===== src/rtl/master_bus_controller.sv =====
// master_bus_controller: wins the shared bus via request/available, then serialises
// slave select, address and write data MSB first; deserialises read data.
module master_bus_controller #(
  parameter int ADDR_WIDTH = 12,
  parameter int DATA_WIDTH = 8,
  parameter int TIMEOUT    = 64
) (
  input  logic                  clk,
  input  logic                  reset,
  input  logic                  req_start,
  input  logic                  req_write,
  input  logic [1:0]            req_slave,
  input  logic [ADDR_WIDTH-1:0] req_addr,
  input  logic [DATA_WIDTH-1:0] req_wdata,
  output logic                  busy,
  output logic                  done,
  output logic                  error,
  output logic [DATA_WIDTH-1:0] rdata,
  output logic                  m_request,
  output logic                  m_address_valid,
  output logic                  m_valid,
  output logic                  m_address,
  output logic                  m_data,
  output logic                  m_write_en,
  output logic                  m_burst,
  input  logic                  m_available,
  input  logic                  m_ready,
  input  logic                  m_data_in,
  input  logic                  m_valid_in
);
  localparam int SW = ADDR_WIDTH + DATA_WIDTH;
  localparam int BW = $clog2((ADDR_WIDTH > DATA_WIDTH ? ADDR_WIDTH : DATA_WIDTH) + 1);
  localparam int TW = $clog2(TIMEOUT + 1);

  typedef enum logic [3:0] {
    IDLE, ILLEGAL, REQ, SEL_MSB, SEL_LSB, WAIT_READY, ADDR, WDATA, RDATA, DONE
  } state_t;

  state_t                state_q, state_d;
  logic                  wr_q, wr_d;
  logic [1:0]            slv_q, slv_d;
  logic [SW-1:0]         sh_q, sh_d;
  logic [BW-1:0]         bit_q, bit_d;
  logic [TW-1:0]         to_q, to_d;
  logic [DATA_WIDTH-1:0] rdata_q, rdata_d;
  logic                  fail;
  logic busy_q, busy_d, done_q, done_d, error_q, error_d;
  logic m_request_q, m_request_d, m_address_valid_q, m_address_valid_d;
  logic m_valid_q, m_valid_d, m_address_q, m_address_d, m_data_q, m_data_d;
  logic m_write_en_q, m_write_en_d;

  // Outputs are registered from the next state so they line up with the state they describe.
  always_comb begin
    state_d = state_q;
    wr_d    = wr_q;
    slv_d   = slv_q;
    sh_d    = sh_q;
    bit_d   = bit_q;
    to_d    = to_q;
    rdata_d = rdata_q;
    fail    = 1'b0;
    case (state_q)
      IDLE: if (req_start) begin
        // An illegal select spends one cycle in ILLEGAL so the bus is never requested.
        state_d = (req_slave == 2'd3) ? ILLEGAL : REQ;
        wr_d    = req_write;
        slv_d   = req_slave;
        sh_d    = {req_addr, req_wdata};
        bit_d   = '0;
      end
      ILLEGAL: begin
        state_d = DONE;
        fail    = 1'b1;
      end
      REQ: if (m_available) begin
        bit_d = bit_q + 1'b1;
        if (bit_q == BW'(1)) begin
          state_d = SEL_MSB;
          bit_d   = '0;
        end
      end
      SEL_MSB: begin
        bit_d = bit_q + 1'b1;
        if (bit_q == BW'(1)) begin
          state_d = SEL_LSB;
          bit_d   = '0;
        end
      end
      SEL_LSB: begin
        state_d = WAIT_READY;
        to_d    = '0;
      end
      WAIT_READY: if (m_ready) begin
        state_d = ADDR;
        bit_d   = '0;
      end else if (m_available) begin
        to_d = to_q + 1'b1;
        if (to_q == TW'(TIMEOUT - 1)) begin
          state_d = DONE;
          fail    = 1'b1;
        end
      end
      ADDR: if (m_ready) begin
        sh_d  = {sh_q[SW-2:0], 1'b0};
        bit_d = bit_q + 1'b1;
        if (bit_q == BW'(ADDR_WIDTH - 1)) begin
          state_d = wr_q ? WDATA : RDATA;
          bit_d   = '0;
          to_d    = '0;
        end
      end
      WDATA: if (m_ready) begin
        sh_d  = {sh_q[SW-2:0], 1'b0};
        bit_d = bit_q + 1'b1;
        if (bit_q == BW'(DATA_WIDTH - 1)) state_d = DONE;
      end
      RDATA: if (m_valid_in) begin
        sh_d  = {sh_q[SW-2:0], m_data_in};
        bit_d = bit_q + 1'b1;
        to_d  = '0;
        if (bit_q == BW'(DATA_WIDTH - 1)) begin
          state_d = DONE;
          rdata_d = sh_d[DATA_WIDTH-1:0];
        end
      end else if (m_available) begin
        to_d = to_q + 1'b1;
        if (to_q == TW'(TIMEOUT - 1)) begin
          state_d = DONE;
          fail    = 1'b1;
        end
      end
      DONE:    state_d = IDLE;
      default: state_d = IDLE;
    endcase
    busy_d            = state_d != IDLE;
    done_d            = state_d == DONE;
    error_d           = (state_d == DONE) && fail;
    m_request_d       = state_d inside {REQ, SEL_MSB, SEL_LSB, WAIT_READY, ADDR, WDATA, RDATA};
    m_address_valid_d = state_d == REQ;
    m_valid_d         = state_d inside {SEL_MSB, SEL_LSB, ADDR, WDATA};
    m_address_d       = (state_d == SEL_MSB) ? slv_d[1] :
                        (state_d == SEL_LSB) ? slv_d[0] :
                        (state_d == ADDR)    ? sh_d[SW-1] : 1'b0;
    m_data_d          = (state_d == WDATA) ? sh_d[SW-1] : 1'b0;
    m_write_en_d      = ((state_d == ADDR) && wr_d) || (state_d == WDATA);
  end

  always_ff @(posedge clk or negedge reset) begin
    if (!reset) begin
      state_q           <= IDLE;
      wr_q              <= 1'b0;
      slv_q             <= '0;
      sh_q              <= '0;
      bit_q             <= '0;
      to_q              <= '0;
      rdata_q           <= '0;
      busy_q            <= 1'b0;
      done_q            <= 1'b0;
      error_q           <= 1'b0;
      m_request_q       <= 1'b0;
      m_address_valid_q <= 1'b0;
      m_valid_q         <= 1'b0;
      m_address_q       <= 1'b0;
      m_data_q          <= 1'b0;
      m_write_en_q      <= 1'b0;
    end else begin
      state_q           <= state_d;
      wr_q              <= wr_d;
      slv_q             <= slv_d;
      sh_q              <= sh_d;
      bit_q             <= bit_d;
      to_q              <= to_d;
      rdata_q           <= rdata_d;
      busy_q            <= busy_d;
      done_q            <= done_d;
      error_q           <= error_d;
      m_request_q       <= m_request_d;
      m_address_valid_q <= m_address_valid_d;
      m_valid_q         <= m_valid_d;
      m_address_q       <= m_address_d;
      m_data_q          <= m_data_d;
      m_write_en_q      <= m_write_en_d;
    end
  end

  assign busy            = busy_q;
  assign done            = done_q;
  assign error           = error_q;
  assign rdata           = rdata_q;
  assign m_request       = m_request_q;
  assign m_address_valid = m_address_valid_q;
  assign m_valid         = m_valid_q;
  assign m_address       = m_address_q;
  assign m_data          = m_data_q;
  assign m_write_en      = m_write_en_q;
  assign m_burst         = 1'b0;
endmodule

===== config.mk =====
export PLATFORM = sky130hd
export DESIGN_NAME = master_bus_controller
export DESIGN_NICKNAME = d
export VERILOG_FILES = /design/src/rtl/master_bus_controller.sv
export SDC_FILE = /design/constraint.sdc
export NUM_CORES = 1
export LEC_CHECK = 0
export BUFFER_PORTS_ARGS = -buffer_cell sky130_fd_sc_hd__buf_4
export CELL_PAD_IN_SITES_DETAIL_PLACEMENT = 0
export CELL_PAD_IN_SITES_GLOBAL_PLACEMENT = 1
export CORE_AREA = 3 3 80 82
export CTS_BUF_LIST = sky130_fd_sc_hd__clkbuf_8
export DETAILED_ROUTE_END_ITERATION = 8
export DIE_AREA = 0 0 83 85
export PLACE_DENSITY = 0.86
export SETUP_SLACK_MARGIN = 0.4
export SLEW_MARGIN = 30
export SYNTH_ARGS = -nofsm -noshare
export SYNTH_HDL_FRONTEND = slang
export SYNTH_SLANG_ARGS = --single-unit

===== constraint.sdc =====
create_clock -name clk -period 4.1 [get_ports clk]
set_input_delay 0.41 -clock clk [delete_from_list [all_inputs] [get_ports clk]]
set_output_delay 0.41 -clock clk [all_outputs]
set_load 0.02 [all_outputs]

# ---- Word level (Yosys, flattened, before mapping)
# Index checks and enable logic that the tools add are counted.
# W data, S select, Z words.
dict set report op_classes {
  n_eq_ne 30
  muxes 47
  n_addsub 2
  n_reduce_logical 15
}
# operator n
set op_table {}
lappend op_table {{$mux W4} 21}
lappend op_table {{$mux W20} 3}
lappend op_table {{$pmux W20 S3} 1}
lappend op_table {{$eq A4 B3 Y1 const B} 9}
lappend op_table {{$pmux W4 S9} 1}
lappend op_table {{$mux W7} 5}
lappend op_table {{$pmux W4 S7} 1}
lappend op_table {{$pmux W7 S4} 1}
lappend op_table {{$eq A4 B2 Y1 const B} 4}
lappend op_table {{$eq A4 B4 Y1 const B} 4}
lappend op_table {{$ne A2 B2 Y1 const B} 8}
lappend op_table {{$reduce_bool A7 Y1} 2}
lappend op_table {{$reduce_bool A4 Y1} 3}
lappend op_table {{$mux W1} 10}
lappend op_table {{$eq A4 B1 Y1 const B} 2}
lappend op_table {{$reduce_and A4 Y1} 2}
lappend op_table {{$add A7 B1 Y7 const B} 1}
lappend op_table {{$eq A7 B6 Y1 const B} 1}
lappend op_table {{$reduce_and A7 Y1} 1}
lappend op_table {{$mux W2} 3}
lappend op_table {{$add A4 B1 Y4 const B} 1}
lappend op_table {{$logic_not A4 Y1} 1}
lappend op_table {{$pmux W1 S3} 1}
lappend op_table {{$reduce_and A3 Y1} 1}
lappend op_table {{other kinds (6)} 7}
dict set report word_totals {
  regBits 55
  word_cells 111
  inputBits 30
  out_inout_bits 18
}

# ---- Longest topological paths before layout
dict set report logic_depth {
  depth_word 9
  ltp_mapped 8
}

# ---- Worst setup path before layout
# No wires, ideal clock.
dict set report synth_path {
  kind {flip-flop to flip-flop}
  startpoint {register bit_q[0]}
  endpoint {register m_write_en_q (netlist: m_write_en)}
  t_arrival_ns 1.729
  path_slack_ns 2.252
  synth_period_minus_slack_ns 1.848
  setup_time_ns 0.119
  path_buffers 1
  stages_incl_launch_ff 8
  t_required_ns 3.981
  path_cell_list {dfrtp_1 > ha_1 > and4bb_1 > nand3_1 > nand3_1 > or3_1 > buf_4 > o21a_1}
}
dict set report synth_via {
  elab_chain_cells 7
  word_cells_on_any_way 16
}
# element line_no
set synth_rtl {}
lappend synth_rtl {{start: declaration} 43} ;# logic [BW-1:0] bit_q, bit_d;
lappend synth_rtl {{start signal: assignment} 171} ;# bit_q <= bit_d;
lappend synth_rtl {{$eq A4 B3 Y1, or another cell as far along} {115, 121}}
lappend synth_rtl {{$mux W4 (on tied branches) (2 in series)} n/a}
lappend synth_rtl {{$pmux W4 S9 (*)} 62} ;# case (state_q)
lappend synth_rtl {{named net state_d[0]} 39} ;# state_t state_q, state_d;
lappend synth_rtl {{$eq A4 B3 Y1} 145} ;# m_write_en_d = ((state_d == ADDR) && wr_d) || (state_d == WDATA);
lappend synth_rtl {{$logic_and A1 B1 Y1} 145}
lappend synth_rtl {{$logic_or A1 B1 Y1 (*)} 145}
lappend synth_rtl {{named net m_write_en_d} 50} ;# logic m_write_en_q, m_write_en_d;
lappend synth_rtl {{end signal: assignment} 182} ;# m_write_en_q <= m_write_en_d;
lappend synth_rtl {{end: declaration} 50}
# The timed path passes the listed nets; every way through them passes the cells marked *.
# A chain may end at the register's enable or synchronous reset.

# ---- Final worst setup path
dict set report layout_path {
  startpoint {register state_q[1]}
  endpoint {register m_address_q (netlist: m_address)}
}
dict set report layout_via {
  word_cells_on_any_way 31
}
# element line_no
set layout_rtl {}
lappend layout_rtl {{start: declaration} 39}
lappend layout_rtl {{start signal: assignment} 167} ;# state_q <= state_d;
lappend layout_rtl {{$logic_not A4 Y1} 62}
lappend layout_rtl {{$mux W2} 62}
lappend layout_rtl {{named net slv_d[0]} 41} ;# logic [1:0] slv_q, slv_d;
lappend layout_rtl {{$mux W1} 142} ;# (state_d == SEL_LSB) ? slv_d[0] :
lappend layout_rtl {{$mux W1} 141} ;# m_address_d = (state_d == SEL_MSB) ? slv_d[1] :
lappend layout_rtl {{named net m_address_d} 49} ;# logic m_valid_q, m_valid_d, m_address_q, m_address_d, m_data_q, m_data_d;
lappend layout_rtl {{end signal: assignment} 180} ;# m_address_q <= m_address_d;
lappend layout_rtl {{end: declaration} 49}
# The timed path passes the listed nets, and every way through them passes these cells.

==> flow_summary.json <==
{
  "route.detailed.drc": 0,
  "wirelength_mm": 6.04,
  "relSlewSlack_pct": 44.8,
  "met2_usage_pct": 25.8,
  "dp_hpwl_mm": 4.20,
  "clock.fmax_ghz": 0.396,
  "via_per_inst": 5.78,
  "final_cell_mix": "dfrtp_1, buf_4, inv_1",
  "gr-total-overflow": 0,
  "critical_path.top_delay_family": "simple AND/OR/NAND/NOR gates",
  "n_antenna_cell": 0,
  "synth_seq_cells": 55,
  "synthFlopType": "dfrtp_1",
  "dp_slack_ps": 1630,
  "synth_compound_gate_area_share_pct": 18.7,
  "min_period_over_period_pct": 61.6,
  "fill_cells": 548,
  "cts_made_buffers": 5,
  "dieWidth_um": 83,
  "start_util_pct": 47.8,
  "ys_types": 62,
  "synth_edf_count": 0,
  "syn_area_per_cell_um2": 11.0,
  "synth_xor_area_share_pct": 0,
  "path_clk_slew_ps": 110,
  "syn-num-nets": 285,
  "cts-resized-gates": 0,
  "worst_slack_ps": 1570,
  "cts.sinks": 55,
  "crit_buf_inv": 0,
  "layout_min_cycle_time_ps": 2530,
  "synth_top_family_by_area": "compound AO/OA/AOI/OAI gates",
  "cts_tree": "done",
  "synth.mux.area_fraction_pct": 5.22,
  "setup_viol": 0,
  "hp-class": "primary input to asynchronous set/reset pin",
  "std_cell_rows": 28,
  "die-area_um2": 7060,
  "dr.pass1.iters": 7,
  "worst_pin_slew_ps": 829,
  "cp_max_fo": 22,
  "yosys.area_share.adder_pct": 1.35,
  "postRouteAntennaNets": 0,
  "grt_util_all_layers_pct": 16.9,
  "grt_busiest_layer": "met2",
  "dieHeight_um": 85,
  "syn_to_final_growth_pct": 15.2,
  "peakVddDrop_uv": 286,
  "met3_usage_pct": 3.59,
  "grt_pass1_wl_mm": 9.72,
  "layout-drive-gt1-share_pct": 27.1,
  "setup_tns_ps": 0,
  "synth_cells": 252,
  "cpPeakStageDelay_ps": 740,
  "avgRoutedWirePerCell_um": 16.5,
  "cts-root-buf": "clkbuf_8",
  "critPathArrivalTime_ps": 2730,
  "yosys_warnings": 0,
  "powerDensity_nw_per_um2": 628,
  "use_met1_pct": 24.9,
  "drtIter0Drc": 212,
  "grt_max_degree": 56,
  "maxCapViolCount": 0,
  "synth-seq-area-share_pct": 49.5,
  "final_common_cell": "dfrtp_1",
  "grt_pass1_vias": 1914,
  "power_leakage_nw": 1.55,
  "fin_cells": 366,
  "worst_setup_path_start_kind": "flip-flop",
  "hold-worst-slack_ps": 111,
  "place_inst": 358,
  "cts_htree_levels": 2,
  "crit_chain": "nor3_2 > and2_1 > mux2_2 > a32oi_1 > o21ai_1",
  "status": "finished, final reports clean",
  "end_kind": "flip-flop",
  "clock_path_buffers": 2,
  "nNetsFinal": 323,
  "postCtsSetupBuffers": 0,
  "drv_slew": 0,
  "cp.required_ps": 4300,
  "clk_latency_ps": 310,
  "criticalPathCategory": "flip-flop to flip-flop",
  "core_area_um2": 5820,
  "io_buffers": 46,
  "antenna_found_initial": 0,
  "synthArstFlopShare_pct": 100,
  "rsz0062_at_grt": "no",
  "route.vias.total": 2114,
  "hold_buffers": 0,
  "finalClockSkew_ps": 9.65,
  "synth-simple-area-share_pct": 17.3,
  "crit_path_top_delay_cell": "and2_1",
  "place.gp.congestion": 0.827,
  "netlist_area_um2": 2780,
  "io_pins": 48,
  "finalHoldViolCount": 0
}
==> cell usage after synthesis (3+ instances only) <==
library cell / instances / area, um2
dfrtp_1: 55 / 1380
and3_1: 3 / 18.8
buf_6: 6 / 67.6
nand3b_1: 3 / 22.5
a222oi_1: 18 / 180
nand3_1: 7 / 35.0
nand2_1: 15 / 56.3
inv_1: 25 / 93.8
nand4_1: 4 / 25.0
a21oi_1: 10 / 50.1
mux2_2: 12 / 135
nor2b_1: 4 / 25.0
buf_2: 6 / 30.0
nor2_1: 5 / 18.8
o21ai_1: 6 / 30.0
ha_1: 3 / 37.5
or4_1: 5 / 37.5
o31ai_1: 6 / 45.0
a32oi_1: 3 / 26.3
==> area by class of cell <==
| cell class | instances | area (um2) | share of cell area, % |
|---|---|---|---|
| multi-input cells | 156 | 1190 | 37.1 |
| repair buffers | 47 | 353 | 11.0 |
| flip-flops and latches | 55 | 1380 | 43.0 |
| clock buffers | 5 | 68.8 | 2.15 |
| well taps | 75 | 93.8 | 2.93 |
| clock inverters | 3 | 27.5 | 0.860 |
| inverters | 25 | 93.8 | 2.93 |
==> where the power goes <==
part           switching [mW]  internal (mW)  total, mW
registers               0.173          0.720      0.893
clock network           0.193          0.126      0.319
logic                   0.443          0.355      0.798
total                   0.809           1.20       2.01
==> registers in the layout, indices dropped and copies added (netlist names), 2 cells and up <==
register and cells:
bit_q 4, rdata 8, sh_q 20, slv_q 2
state_q 4, to_q 7
==> path summary, 6_finish.rpt <==
| kind | cells after the start | slack (ps) | to | startpoint |
|---|---|---|---|---|
| max reg2reg | 5 | 1570 | m_address | state_q[1] |
| min | 1 | 110 | rdata[5] | reset |
| min in group clk | 3 | 310 | sh_q[0] | req_wdata[0] |
| min reg2reg | 2 | 500 | sh_q[9] | sh_q[8] |
| max | 5 | 1570 | m_address | state_q[1] |
| max in group asynchronous | 1 | 3540 | state_q[2] | reset |
==> kinds of logic after synthesis <==
| logic type | count (synthesis) |
|---|---|
| simple gates | 74 |
| compound gates | 65 |
| flops | 55 |
| buf+inv | 41 |
| mux | 13 |
| fa+ha+maj | 3 |
| other cells | 1 |
==> routing by layer <==
metal  share of wire (%)  routed length [um]  vias up
li1                    -                   -     1026
met1                  47                2820     1019
met2                  48                2890       65
met3                 4.9                 296        4
met4                0.60                  36        0
met5                   0                   0        -
==> through the flow <==
step	utilization (%)	area, um2	power, mW
2_1_floorplan	-	2780	1.51
3_3_place_gp	53.4	3110	1.68
3_5_place_dp	53.4	3110	1.70
4_1_cts	55.1	3200	2.01
5_1_grt	55.1	3200	2.15
6_report	55.1	3200	2.01
(Power assumes the default switching activity.)
